**src/rtl/instruction_fetch_unit.sv**
```systemverilog
// Fetch stage: owns the fetch PC, issues one outstanding text-memory request at a
// time and buffers returned instructions in a small FIFO for the ID stage.
//
// state   | meaning
// S_REQ   | presenting fetch_pc on the request bus while buffer space is free
// S_WAIT  | request accepted, next response is pushed with req_pc
// S_DISC  | request accepted before a redirect, next response is dropped
module instruction_fetch_unit #(
  parameter logic [31:0] RESET_PC   = 32'h0040_0000,
  parameter int          FIFO_DEPTH = 2
) (
  input  logic        clock,
  input  logic        reset,
  input  logic        inst_consume,
  input  logic        redirect,
  input  logic [31:0] redirect_pc,
  output logic        imem_req_valid,
  input  logic        imem_req_ready,
  output logic [31:0] imem_req_addr,
  input  logic        imem_resp_valid,
  input  logic [31:0] imem_resp_data,
  output logic        inst_available,
  output logic [31:0] inst,
  output logic [31:0] inst_pc
);

  localparam int          PW  = $clog2(FIFO_DEPTH);
  localparam int          CW  = PW + 1;
  localparam logic [31:0] NOP = 32'h0000_0013;

  typedef enum logic [1:0] {S_REQ, S_WAIT, S_DISC} state_t;

  state_t          state_q, state_d;
  logic [31:0]     fetch_pc_q, fetch_pc_d;
  logic [31:0]     req_pc_q, req_pc_d;
  logic [CW-1:0]   count_q, count_d;
  logic [PW-1:0]   rd_ptr_q, rd_ptr_d;
  logic [PW-1:0]   wr_ptr_q, wr_ptr_d;
  logic [31:0]     fifo_inst_q [FIFO_DEPTH];
  logic [31:0]     fifo_inst_d [FIFO_DEPTH];
  logic [31:0]     fifo_pc_q   [FIFO_DEPTH];
  logic [31:0]     fifo_pc_d   [FIFO_DEPTH];

  logic handshake;
  logic push;
  logic pop;

  assign imem_req_valid = !reset && (state_q == S_REQ) && (count_q < CW'(FIFO_DEPTH));
  assign imem_req_addr  = fetch_pc_q;
  assign handshake      = imem_req_valid && imem_req_ready;

  assign inst_available = (count_q != '0);
  assign inst           = inst_available ? fifo_inst_q[rd_ptr_q] : NOP;
  assign inst_pc        = inst_available ? fifo_pc_q[rd_ptr_q] : 32'h0;

  always_comb begin
    state_d    = state_q;
    fetch_pc_d = fetch_pc_q;
    req_pc_d   = req_pc_q;
    push       = 1'b0;

    unique case (state_q)
      S_REQ: begin
        if (handshake) begin
          state_d    = S_WAIT;
          req_pc_d   = fetch_pc_q;
          fetch_pc_d = fetch_pc_q + 32'd4;
        end
      end
      S_WAIT: begin
        if (imem_resp_valid) begin
          push    = 1'b1;
          state_d = S_REQ;
        end
      end
      S_DISC: begin
        if (imem_resp_valid) state_d = S_REQ;
      end
      default: state_d = S_REQ;
    endcase

    // A redirect overrides everything above: the in-flight response, if any, is dead.
    if (redirect) begin
      fetch_pc_d = {redirect_pc[31:2], 2'b00};
      push       = 1'b0;
      unique case (state_q)
        S_REQ:   state_d = handshake ? S_DISC : S_REQ;
        S_WAIT:  state_d = imem_resp_valid ? S_REQ : S_DISC;
        S_DISC:  state_d = imem_resp_valid ? S_REQ : S_DISC;
        default: state_d = S_REQ;
      endcase
    end
  end

  always_comb begin
    pop         = inst_consume && inst_available && !redirect;
    fifo_inst_d = fifo_inst_q;
    fifo_pc_d   = fifo_pc_q;
    rd_ptr_d    = rd_ptr_q;
    wr_ptr_d    = wr_ptr_q;
    count_d     = count_q;

    if (redirect) begin
      rd_ptr_d = '0;
      wr_ptr_d = '0;
      count_d  = '0;
    end else begin
      if (push) begin
        fifo_inst_d[wr_ptr_q] = imem_resp_data;
        fifo_pc_d[wr_ptr_q]   = req_pc_q;
        wr_ptr_d              = wr_ptr_q + PW'(1);
      end
      if (pop) rd_ptr_d = rd_ptr_q + PW'(1);
      count_d = count_q + CW'(push) - CW'(pop);
    end
  end

  always_ff @(posedge clock or posedge reset) begin
    if (reset) begin
      state_q     <= S_REQ;
      fetch_pc_q  <= RESET_PC;
      req_pc_q    <= RESET_PC;
      count_q     <= '0;
      rd_ptr_q    <= '0;
      wr_ptr_q    <= '0;
      fifo_inst_q <= '{default: '0};
      fifo_pc_q   <= '{default: '0};
    end else begin
      state_q     <= state_d;
      fetch_pc_q  <= fetch_pc_d;
      req_pc_q    <= req_pc_d;
      count_q     <= count_d;
      rd_ptr_q    <= rd_ptr_d;
      wr_ptr_q    <= wr_ptr_d;
      fifo_inst_q <= fifo_inst_d;
      fifo_pc_q   <= fifo_pc_d;
    end
  end

endmodule

```
**config.mk**
```make
export PLATFORM = sky130hd
export DESIGN_NAME = instruction_fetch_unit
export DESIGN_NICKNAME = d
export VERILOG_FILES = /design/src/rtl/instruction_fetch_unit.sv
export SDC_FILE = /design/constraint.sdc
export NUM_CORES = 1
export LEC_CHECK = 0
export BUFFER_PORTS_ARGS = -buffer_cell sky130_fd_sc_hd__buf_2
export CORE_ASPECT_RATIO = 0.5
export CORE_UTILIZATION = 60
export CTS_BUF_LIST = sky130_fd_sc_hd__clkbuf_4 sky130_fd_sc_hd__clkbuf_8 sky130_fd_sc_hd__clkbuf_16
export DETAILED_ROUTE_END_ITERATION = 6
export GPL_TIMING_DRIVEN = 0
export PLACE_DENSITY = 0.85
export SYNTH_ARGS = -nofsm -noshare
export SYNTH_HDL_FRONTEND = slang
export SYNTH_SLANG_ARGS = --single-unit
```
**constraint.sdc**
```tcl
create_clock -name clock -period 8.8 [get_ports clock]
set_input_delay 0.44 -clock clock [delete_from_list [all_inputs] [get_ports clock]]
set_output_delay 0.44 -clock clock [all_outputs]
set_load 0.02 [all_outputs]
```
==> impl_results.md, run 1 <==
- Outcome: completed
- Ys Warns: 0
- # Post-CTS Setup Buffers: 0
- Initial core utilization: 62.9%
- GPL Wtd Cong: 0.918
- Worst-path cell chain: nor2_1 > clkbuf_1 > buf_1 > nor2_1 > buf_2
- WL met2: 10,200 um
- Critical path's slowest cell: nor2_1
- Synth Cell Area: 8730 um2
- Final Util: 75.2%
- First-pass GRT wire length: 34,200 um
- Most frequent cells in the layout: 188 x dfrtp_1, 161 x buf_2, 124 x mux2_2, 118 x nand2_1, 81 x nor2_1
- Seq/Total Area, Yosys: 54.5%
- IO Port Bufs: 161
- Slew HR: 40.5%
- Count of final max-slew check failures: 0
- CTS tree: yes
- RSZ-0062 raised after global routing: no
- Clock Latency Late Sink: 430 ps
- Worst IR Drop VDD: 0.172 mV
- Met3 WL post-DR: 1450 um
- Fin. Hold Viols: 0
- Post-Route Hold Slack: 73.1 ps
- Die Y: 87.3 um
- Worst-margin pin slew: 890 ps
- NetSw: 781 uW
- Int Power: 1.82 mW
- Critical setup path kind: flop to primary output
- Maximum level of the CTS H-tree: 4
- CP max stage delay: 630 ps
- Reg2Reg Launch Point: state_q[1]
- Seq pwr share: 48.4%
- IO Count: 168
- Final-report setup violation count: 0
- Pleak: 5.01 nW
- Pre-Repair DR Iteration Count: 5
- Worst hold path type: primary input to async pin
- Commonest non-fill, non-tap cell in the layout: dfrtp_1
- Max-cap violations: 0
- Comb power frac: 20.6%
- Post-CTS sizing: 0
- Synth top area share: 53.9%
- Routed vias/inst: 5.78
- Total power: 2.60 mW
- Nets: 1,028
- ANT cells: 0
- Clock power frac: 31.0%
- Detailed-route wire length: 21,200 um
- Hpwl dp: 14,600 um
- CTS Root Cell: clkbuf_16
- Post-route minimum period: 3100 ps
- Initial antenna violation count: 0
- DRC errors left: 0
- Clock Path Buffers: 2
- Pin count of the biggest net entering global routing: 128
- Worst Setup SP: count_q[1]
- Top cells by area, synth: dfrtp_1 54%, mux2_2 16%, mux2i_1 7.2%, nand2_1 5.1%, nor2_1 3.5%
- Final TNS setup: 0 ps
- Post-DRT Antenna Nets: 0
- Worst R2R Setup Slack: 6110 ps
- Cells after synthesis: 768
- Syn avg cell area: 11.4 um2
- Switching share of power: 30.0%
- DRT met1 WL: 9170 um
- Max Freq: 323 MHz
- GRT Util Overall: 29.0%
- Critical path peak fanout: 10
- Clk sinks: 190
- Cell count along the critical path: 5
- Top delay family on crit path: buffers and inverters
- Critical Path Sink: inst_pc[24]
- Reg2reg path depth: 6
- Power Dens Cells: 249 nW/um2
- Yosys top cell by area: dfrtp_1
- Worst-path clk slew: 70 ps
- Layout Skew: 13.8 ps
- Drt initial violations: 495
- Seq cells post-synth: 190
- Fraction of layout cells with a size suffix above 1: 34.1%
- Fin crit share: 35.2%
- Worst setup EP type: primary output
- Startpoint Class: flop
- Die width: 173 um
- CTS Buf Count: 17
- Synth cell types: 38
- Number of global-route vias before repair: 6,809
- Synth-to-layout area growth: 19.6%
- CTS Hold Buffers Added: 0
- Most used cell, CP: nor2_1
- Crit path DAT: 2660 ps
- Highest routed layer: met4
- Wirelength per Cell: 18.3 um
- Post-Place Worst Slack: 6160 ps
- Detailed-route via count: 6,688
- Total congestion overflow: 0
- Standard cell core area: 13,900 um2
- Reg2Reg Capture Point: fifo_pc_q[53]
- Min setup slack post-route: 5700 ps
- Die ar.: 15,100 um2
- WP data required: 8360 ps
- Buf/Inv on CP: 3
- Std-Cell Rows: 30
## layout make-up
cell class	count	area [um2]
Clock buffer	19	440
Buffer	49	206
Inverter	10	45.0
Tap cell	192	240
Fill cell	940	3440
Clock inverter	13	179
Multi-Input combinational cell	522	3740
Timing Repair Buffer	162	833
Sequential cell	190	4760
## layer usage
layer,track usage (%),up-vias
met4,9.50,0
met1,38.3,3309
met5,0,-
li1,-,3037
met3,5.58,49
met2,49.3,293
## state kept, by name, indices dropped and copies added (netlist names)
| name | cells |
|---|---|
| fifo_inst_q | 64 |
| fifo_pc_q | 60 |
| imem_req_addr | 30 |
| req_pc_q | 30 |
| count_q | 2 |
| state_q | 2 |
| rd_ptr_q | 1 |
| wr_ptr_q | 1 |
## power groups by stage
| stage | logic (mW) | registers, mW | clock network [mW] |
|---|---|---|---|
| detailed placement | 0.533 | 1.27 | 0 |
| finish | 0.535 | 1.26 | 0.807 |
| CTS | 0.540 | 1.26 | 0.813 |
| global placement | 0.501 | 1.25 | 0 |
| floorplan | 0.386 | 1.23 | 0 |
| global route | 0.589 | 1.29 | 0.852 |
## worst min-delay path by stage
stage	slack (ps)	endpoint	cells after the start	from
2_1_floorplan	460	req_pc_q[12]	2	req_pc_q[12]
3_5_place_dp	490	req_pc_q[20]	2	req_pc_q[20]
3_3_place_gp	480	req_pc_q[20]	2	req_pc_q[20]
5_1_grt	100	state_q[1]	2	reset
6_report	70	imem_req_addr[10]	2	reset
4_1_cts	90	imem_req_addr[7]	2	reset
## synthesized netlist by cell type
cell type    n
mux2_2     124
o31ai_1     12
nand4bb_4    1
nor3b_1      1
inv_2        1
xor2_1       5
nand4_1      9
nor4bb_1     1
nand2b_1     1
dfrtp_1    188
buf_1        8
o311a_1      1
nor4_1       1
inv_1        9
or4_4        1
nor2_1      81
ha_1         6
dfstp_2      2
a21oi_1      3
a31oi_1     13
o21ai_0     15
nor2b_1      2
buf_6        1
a221o_1      1
nor3_1       3
mux2i_1     63
o211ai_1     7
buf_4        4
clkbuf_1    36
or4_1       19
and3_1       1
xnor2_1      7
nand2_1    118
or3_1        2
nand3_1     14
nand4bb_1    1
and4_1       5
conb_1       1
## cells by family after synthesis
kind of cell | synth area share [%]
other cells | 0.0429
flops | 54.5
buf+inv | 2.79
mux | 23.2
simple gates | 13.6
fa+ha+maj | 0.860
compound gates | 3.83
xor+xnor | 1.20
## metrics by stage
stage	cells	area (um2)
global route	1157	10400
finish	1157	10400
global placement	1124	9790
detailed placement	1125	9820
CTS	1157	10400
floorplan	771	8740
No activity file was read; power rests on OpenSTA's default activity.
==> run 2, diff against run 1 <==
--- a/config.mk
+++ b/config.mk
@@ -5,13 +5,14 @@
 export SDC_FILE = /design/constraint.sdc
 export NUM_CORES = 1
 export LEC_CHECK = 0
+export ABC_AREA = 1
 export BUFFER_PORTS_ARGS = -buffer_cell sky130_fd_sc_hd__buf_2
 export CORE_ASPECT_RATIO = 0.5
-export CORE_UTILIZATION = 60
+export CORE_UTILIZATION = 51
 export CTS_BUF_LIST = sky130_fd_sc_hd__clkbuf_4 sky130_fd_sc_hd__clkbuf_8 sky130_fd_sc_hd__clkbuf_16
 export DETAILED_ROUTE_END_ITERATION = 6
 export GPL_TIMING_DRIVEN = 0
-export PLACE_DENSITY = 0.85
+export PLACE_DENSITY = 0.76
 export SYNTH_ARGS = -nofsm -noshare
 export SYNTH_HDL_FRONTEND = slang
 export SYNTH_SLANG_ARGS = --single-unit
==> constraint.sdc (replaced) <==
create_clock -name clock -period 2.7 [get_ports clock]
set_input_delay 0.135 -clock clock [delete_from_list [all_inputs] [get_ports clock]]
set_output_delay 0.135 -clock clock [all_outputs]
set_load 0.02 [all_outputs]
==> run 2 against run 1 <==
  * Critical endpoint is now inst_pc[30]
  * Utilization shrank 9.5 points
  * Cell count is 44% higher
  * Global-route usage down 0.64 points
==> impl_results.md, run 2 <==
- Reg2Reg Launch Point: count_q[1]
- Cells after synthesis: 1,179
- Post-Route Hold Slack: 0.599 ps
- Detailed-route via count: 8,715
- Critical path peak fanout: 10
- Clk sinks: 190
- Fillers: 1,523
- Dpl cells: 1,581
- CTS Hold Buffers Added: 52
- Die width: 191 um
- Final TNS setup: 0 ps
- Worst-path cell chain: nor2_1 > buf_2 > buf_2 > a21oi_1 > buf_2
- Clock Latency Late Sink: 440 ps
- ANT cells: 0
- Outcome: completed
- Worst-path clk slew: 70 ps
- Initial core utilization: 52.3%
- CTS Buf Count: 17
- Hpwl dp: 18,100 um
- Most frequent cells in the layout: 414 x nand2_1, 188 x dfrtp_1, 177 x buf_2, 132 x o21ai_0, 119 x inv_1
- Pin count of the biggest net entering global routing: 43
- Worst R2R Setup Slack: 350 ps
- Finished Layout Cells: 1,665
- GRT Util Overall: 28.4%
- Number of global-route vias before repair: 8,279
- Clock Path Buffers: 2
- Standard cell core area: 17,500 um2
- Critical Path Sink: inst_pc[30]
- Startpoint Class: flop
- Layout Skew: 15.7 ps
- WP data required: 2570 ps
- Fin. Hold Viols: 0
- Fraction of layout cells with a size suffix above 1: 18.6%
- Worst hold path type: primary input to flop
- Max-cap violations: 0
- Die ar.: 18,500 um2
- # Post-CTS Setup Buffers: 0
- First-pass GRT wire length: 41,400 um
- CTS Root Cell: clkbuf_16
- Worst IR Drop VDD: 0.560 mV
- EDFF count, synth: 0
- Most used cell, CP: buf_2
- Post-CTS sizing: 0
- Post-route minimum period: 2390 ps
- CTS tree: yes
- IO Port Bufs: 160
- Post-synth top flop: dfrtp_1
- Initial antenna violation count: 0
- Critical path's slowest cell: nor2_1
- Slew HR: 59.1%
- DRC errors left: 0
- Crit path DAT: 2260 ps
- Wirelength per Cell: 15.4 um
- Largest regs: fifo_inst_q (64), fifo_pc_q (60)
- CP max stage delay: 480 ps
- Total power: 10.4 mW
- Total congestion overflow: 0
- Pre-Repair DR Iteration Count: 5
- RSZ-0062 raised after global routing: no
- Pleak: 5.74 nW
- Max Freq: 418 MHz
- Worst Setup SP: count_q[1]
- Nets: 1,494
- Critical setup path kind: flop to primary output
- IO Count: 168
- Seq cells post-synth: 190
- Post-synth top cells: 414 x nand2_1, 188 x dfrtp_1, 132 x o21ai_0
- Yosys top cell by area: dfrtp_1
- Seq/Total Area, Yosys: 52.0%
- Std-Cell Rows: 34
- Synth Cell Area: 9150 um2
- Count of final max-slew check failures: 0
- Fin crit share: 88.5%
- Reg2Reg Capture Point: count_q[1]
- Worst-margin pin slew: 613 ps
- Synth-to-layout area growth: 25.4%
- Routed vias/inst: 5.23
- Largest register FFs: 64
- Die Y: 96.7 um
- Synth top area share: 51.4%
- GPL Wtd Cong: 0.886
- Ys Warns: 0
- Detailed-route wire length: 25,700 um
- Power Dens Cells: 907 nW/um2
- Most frequent cell after synthesis: nand2_1
- Drt initial violations: 620
- Commonest non-fill, non-tap cell in the layout: nand2_1
- Final-report setup violation count: 0
- Syn avg cell area: 7.76 um2
- Largest register by flop count: fifo_inst_q
- Worst setup EP type: primary output
- Reg2reg path depth: 9
- Maximum level of the CTS H-tree: 4
- Post-DRT Antenna Nets: 0
- Top cells by area, synth: dfrtp_1 51%, nand2_1 17%, o21ai_0 7.2%, inv_1 4.9%, a21oi_1 3.4%
- Synth cell types: 33
- Synth async-reset ratio: 100%
[run 2: worst min path at each step]
| stage | startpoint | endpoint | slack, ps | cells after the start |
|---|---|---|---|---|
| 2_1_floorplan | redirect_pc[13] | imem_req_addr[13] | 260 | 2 |
| 3_3_place_gp | redirect_pc[13] | imem_req_addr[13] | 350 | 3 |
| 3_5_place_dp | reset | req_pc_q[3] | 80 | 2 |
| 4_1_cts | imem_resp_data[22] | fifo_inst_q[54] | 0.4 | 3 |
| 5_1_grt | imem_resp_data[22] | fifo_inst_q[22] | 5 | 3 |
| 6_report | imem_resp_data[22] | fifo_inst_q[54] | 0.6 | 3 |
[run 2: logic make-up (layout without fill, tap and decap cells)]
logic type / after synthesis / count (layout) / share of synthesized area [%]
buffers and inverters: 189 / 438 / 8.93
AO/OA/AOI/OAI: 253 / 253 / 14.6
AND/OR/NAND/NOR: 538 / 538 / 23.5
other: 1 / 4 / 0.0410
adder cells (fa/ha/maj): 6 / 6 / 0.820
flip-flops: 190 / 190 / 52.0
XOR/XNOR: 2 / 2 / 0.191
[run 2: power by group]
part	internal (mW)	total, mW	leakage, nW	switching [mW]
clock	1.43	2.61	0.295	1.18
combinational	1.13	3.13	2.99	2.00
sequential	3.96	4.67	2.45	0.709
total	6.52	10.4	5.74	3.89
[run 2: through the flow]
stage | utilization [%] | instance area (um2) | setup WS [ps]
after floorplan | - | 9170 | -573
after global placement | 58.7 | 10300 | -1710
after detailed placement | 59.3 | 10400 | 417
after CTS | 65.7 | 11500 | 323
after global routing | 65.7 | 11500 | 182
final | 65.7 | 11500 | 310
[run 2: cell type report]
class,count,area [um2],share of cell area (%)
Clock inverter,12,151,1.32
Tap cell,234,293,2.55
Multi-Input combinational cell,803,3590,31.3
Timing Repair Buffer,217,1420,12.4
Buffer,65,349,3.04
Clock buffer,20,448,3.90
Inverter,124,472,4.11
Sequential cell,190,4760,41.4
[run 2: metal layers]
layer,routed length (um),up-vias,track usage (%)
met5,0,-,0
met4,320,0,6.11
met3,1600,32,4.46
met2,11800,316,44.8
met1,12000,4166,41.5
li1,-,4201,-
[run 2: worst max-delay path, delay by kind of cell (launching register included)]
family,cells,cell delay [ps]
buffers and inverters,3,800
AND/OR/NAND/NOR,1,480
flip-flops,1,430
AO/OA/AOI/OAI,1,100
==> run 3, diff against run 2 <==
--- a/config.mk
+++ b/config.mk
@@ -8,11 +8,11 @@
 export ABC_AREA = 1
 export BUFFER_PORTS_ARGS = -buffer_cell sky130_fd_sc_hd__buf_2
 export CORE_ASPECT_RATIO = 0.5
-export CORE_UTILIZATION = 51
+export CORE_UTILIZATION = 60
 export CTS_BUF_LIST = sky130_fd_sc_hd__clkbuf_4 sky130_fd_sc_hd__clkbuf_8 sky130_fd_sc_hd__clkbuf_16
 export DETAILED_ROUTE_END_ITERATION = 6
 export GPL_TIMING_DRIVEN = 0
-export PLACE_DENSITY = 0.76
+export PLACE_DENSITY = 0.84
 export SYNTH_ARGS = -nofsm -noshare
 export SYNTH_HDL_FRONTEND = slang
 export SYNTH_SLANG_ARGS = --single-unit
==> constraint.sdc (replaced) <==
create_clock -name clock -period 3.1 [get_ports clock]
set_input_delay 0.155 -clock clock [delete_from_list [all_inputs] [get_ports clock]]
set_output_delay 0.155 -clock clock [all_outputs]
set_load 0.02 [all_outputs]
==> run 3 against run 2 <==
  * Flip-flop and latch count unchanged
  * Non-clock buffer count decreased by 17
  * First-iteration DRC count rose by 37%
  * Critical path depth grew 1
  * Critical path type unchanged
==> impl_results.md, run 3 (synthesis gave the netlist of run 2 again) <==
- Multi-input logic area: 3590 um2
- Detailed-route wire length: 25,300 um
- Register Area: 4760 um2
- Layout Skew: 12.5 ps
- RSZ-0062 raised after global routing: no
- Drt initial violations: 847
- Routed vias/inst: 5.44
- Standard cell core area: 14,700 um2
- Fin crit share: 74.8%
- Largest register FFs: 64
- GRT Util Overall: 33.0%
- DRC errors left: 0
- Outcome: completed
- Critical path peak fanout: 10
- Cell area after layout: 11,300 um2
- Fin. Hold Viols: 0
- Maximum level of the CTS H-tree: 4
- Std-Cell Rows: 31
- Hold Crit Start: redirect_pc[8]
- Pin count of the biggest net entering global routing: 40
- Fillers: 1,083
- CTS tree: yes
- Worst setup EP type: primary output
- Critical setup path kind: flop to primary output
- Worst Setup SP: rd_ptr_q
- Max-cap violations: 0
- Worst-margin pin slew: 723 ps
- Total congestion overflow: 0
- Pleak: 5.66 nW
- Largest register by flop count: fifo_inst_q
- Die Y: 89.3 um
- WP data required: 2940 ps
- Fraction of layout cells with a size suffix above 1: 18.8%
- Initial antenna violation count: 0
- Clk sinks: 190
- Placed cell area: 10,300 um2
- CTS Buf Count: 17
- IO Count: 168
- Die ar.: 15,800 um2
- Count of final max-slew check failures: 0
- Post-CTS sizing: 0
- ANT cells: 0
- Max Freq: 431 MHz
- Worst-path clk slew: 70 ps
- Post-DRT Antenna Nets: 0
- Commonest non-fill, non-tap cell in the layout: nand2_1
- Nets: 1,477
- Worst IR Drop VDD: 0.461 mV
- CTS Root Cell: clkbuf_16
- Worst hold path type: primary input to flop
- Slew HR: 51.7%
- Post-route minimum period: 2320 ps
- Crit path DAT: 2160 ps
- Largest regs: fifo_inst_q (64), fifo_pc_q (60)
- IO Port Bufs: 160
- Most frequent cells in the layout: 414 x nand2_1, 188 x dfrtp_1, 177 x buf_2, 132 x o21ai_0, 119 x inv_1
- Pre-Repair DR Iteration Count: 7
- Clock Path Buffers: 2
- Hpwl dp: 17,400 um
- Synth-to-layout area growth: 23.1%
- Number of global-route vias before repair: 8,261
- Final Util: 76.9%
- Initial core utilization: 62.4%
- Clock Latency Late Sink: 430 ps
- Wirelength per Cell: 15.7 um
- Detailed-route via count: 8,772
- Startpoint Class: flop
- Final-report setup violation count: 0
- GPL Wtd Cong: 0.875
- Reg2Reg Launch Point: count_q[1]
- Total power: 9.04 mW
- First-pass GRT wire length: 40,300 um
- Die width: 177 um
- Power Dens Cells: 802 nW/um2
run 3: area by class of cell:
class / instances / area share [%]
repair buffers: 200 / 11.1
flip-flops and latches: 190 / 42.2
plain buffers: 65 / 3.10
well taps: 198 / 2.20
inverters: 124 / 4.19
clock inverters: 12 / 1.33
multi-input cells: 803 / 31.8
clock buffers: 20 / 4.03
run 3: power breakdown:
part	internal, mW	leakage (nW)	switching, mW
registers	3.45	2.45	0.626
clock network	1.25	0.293	0.998
logic	0.971	2.92	1.74
total	5.68	5.66	3.36
run 3: what timing repair did:
action                                 4_1_cts  5_1_grt
buffers inserted                             0        0
hold buffers                                35        0
endpoints found under the hold margin       68        0
run 3: metrics by stage:
| step | TNS [ps] | setup WS (ps) | hold WS (ps) | instances |
|---|---|---|---|---|
| floorplan | -213 | -213 | 284 | 1182 |
| global placement | -101640 | -1320 | 373 | 1540 |
| detailed placement | 0 | 950 | 319 | 1545 |
| CTS | 0 | 777 | 2.80 | 1612 |
| global route | 0 | 605 | 19.5 | 1612 |
| finish | 0 | 782 | 8.46 | 1612 |
run 3: critical path, stage by stage, from the launching register on:
cell	delay [ps]
dfrtp_1	360
clkbuf_1	210
inv_2	220
clkbuf_1	410
nand2_1	110
a21oi_1	220
buf_2	210
run 3: final timing paths:
check                              endpoint  slack, ps  cells past startpoint
max in group asynchronous   fifo_inst_q[17]       1600                      6
min reg2reg                    req_pc_q[29]        480                      2
max reg2reg                      count_q[1]        910                      9
max                             inst_pc[12]        780                      6
min in group asynchronous       req_pc_q[4]        420                      3
min                        imem_req_addr[8]          8                      3
run 3: per-layer routing:
metal  up-vias  routed length, um  GRT usage [%]
met1      4184              11400           45.7
li1       4167                  -              -
met3        33               1830           5.87
met4         0                376           10.4
met2       388              11700           53.9
met5         -                  0              0
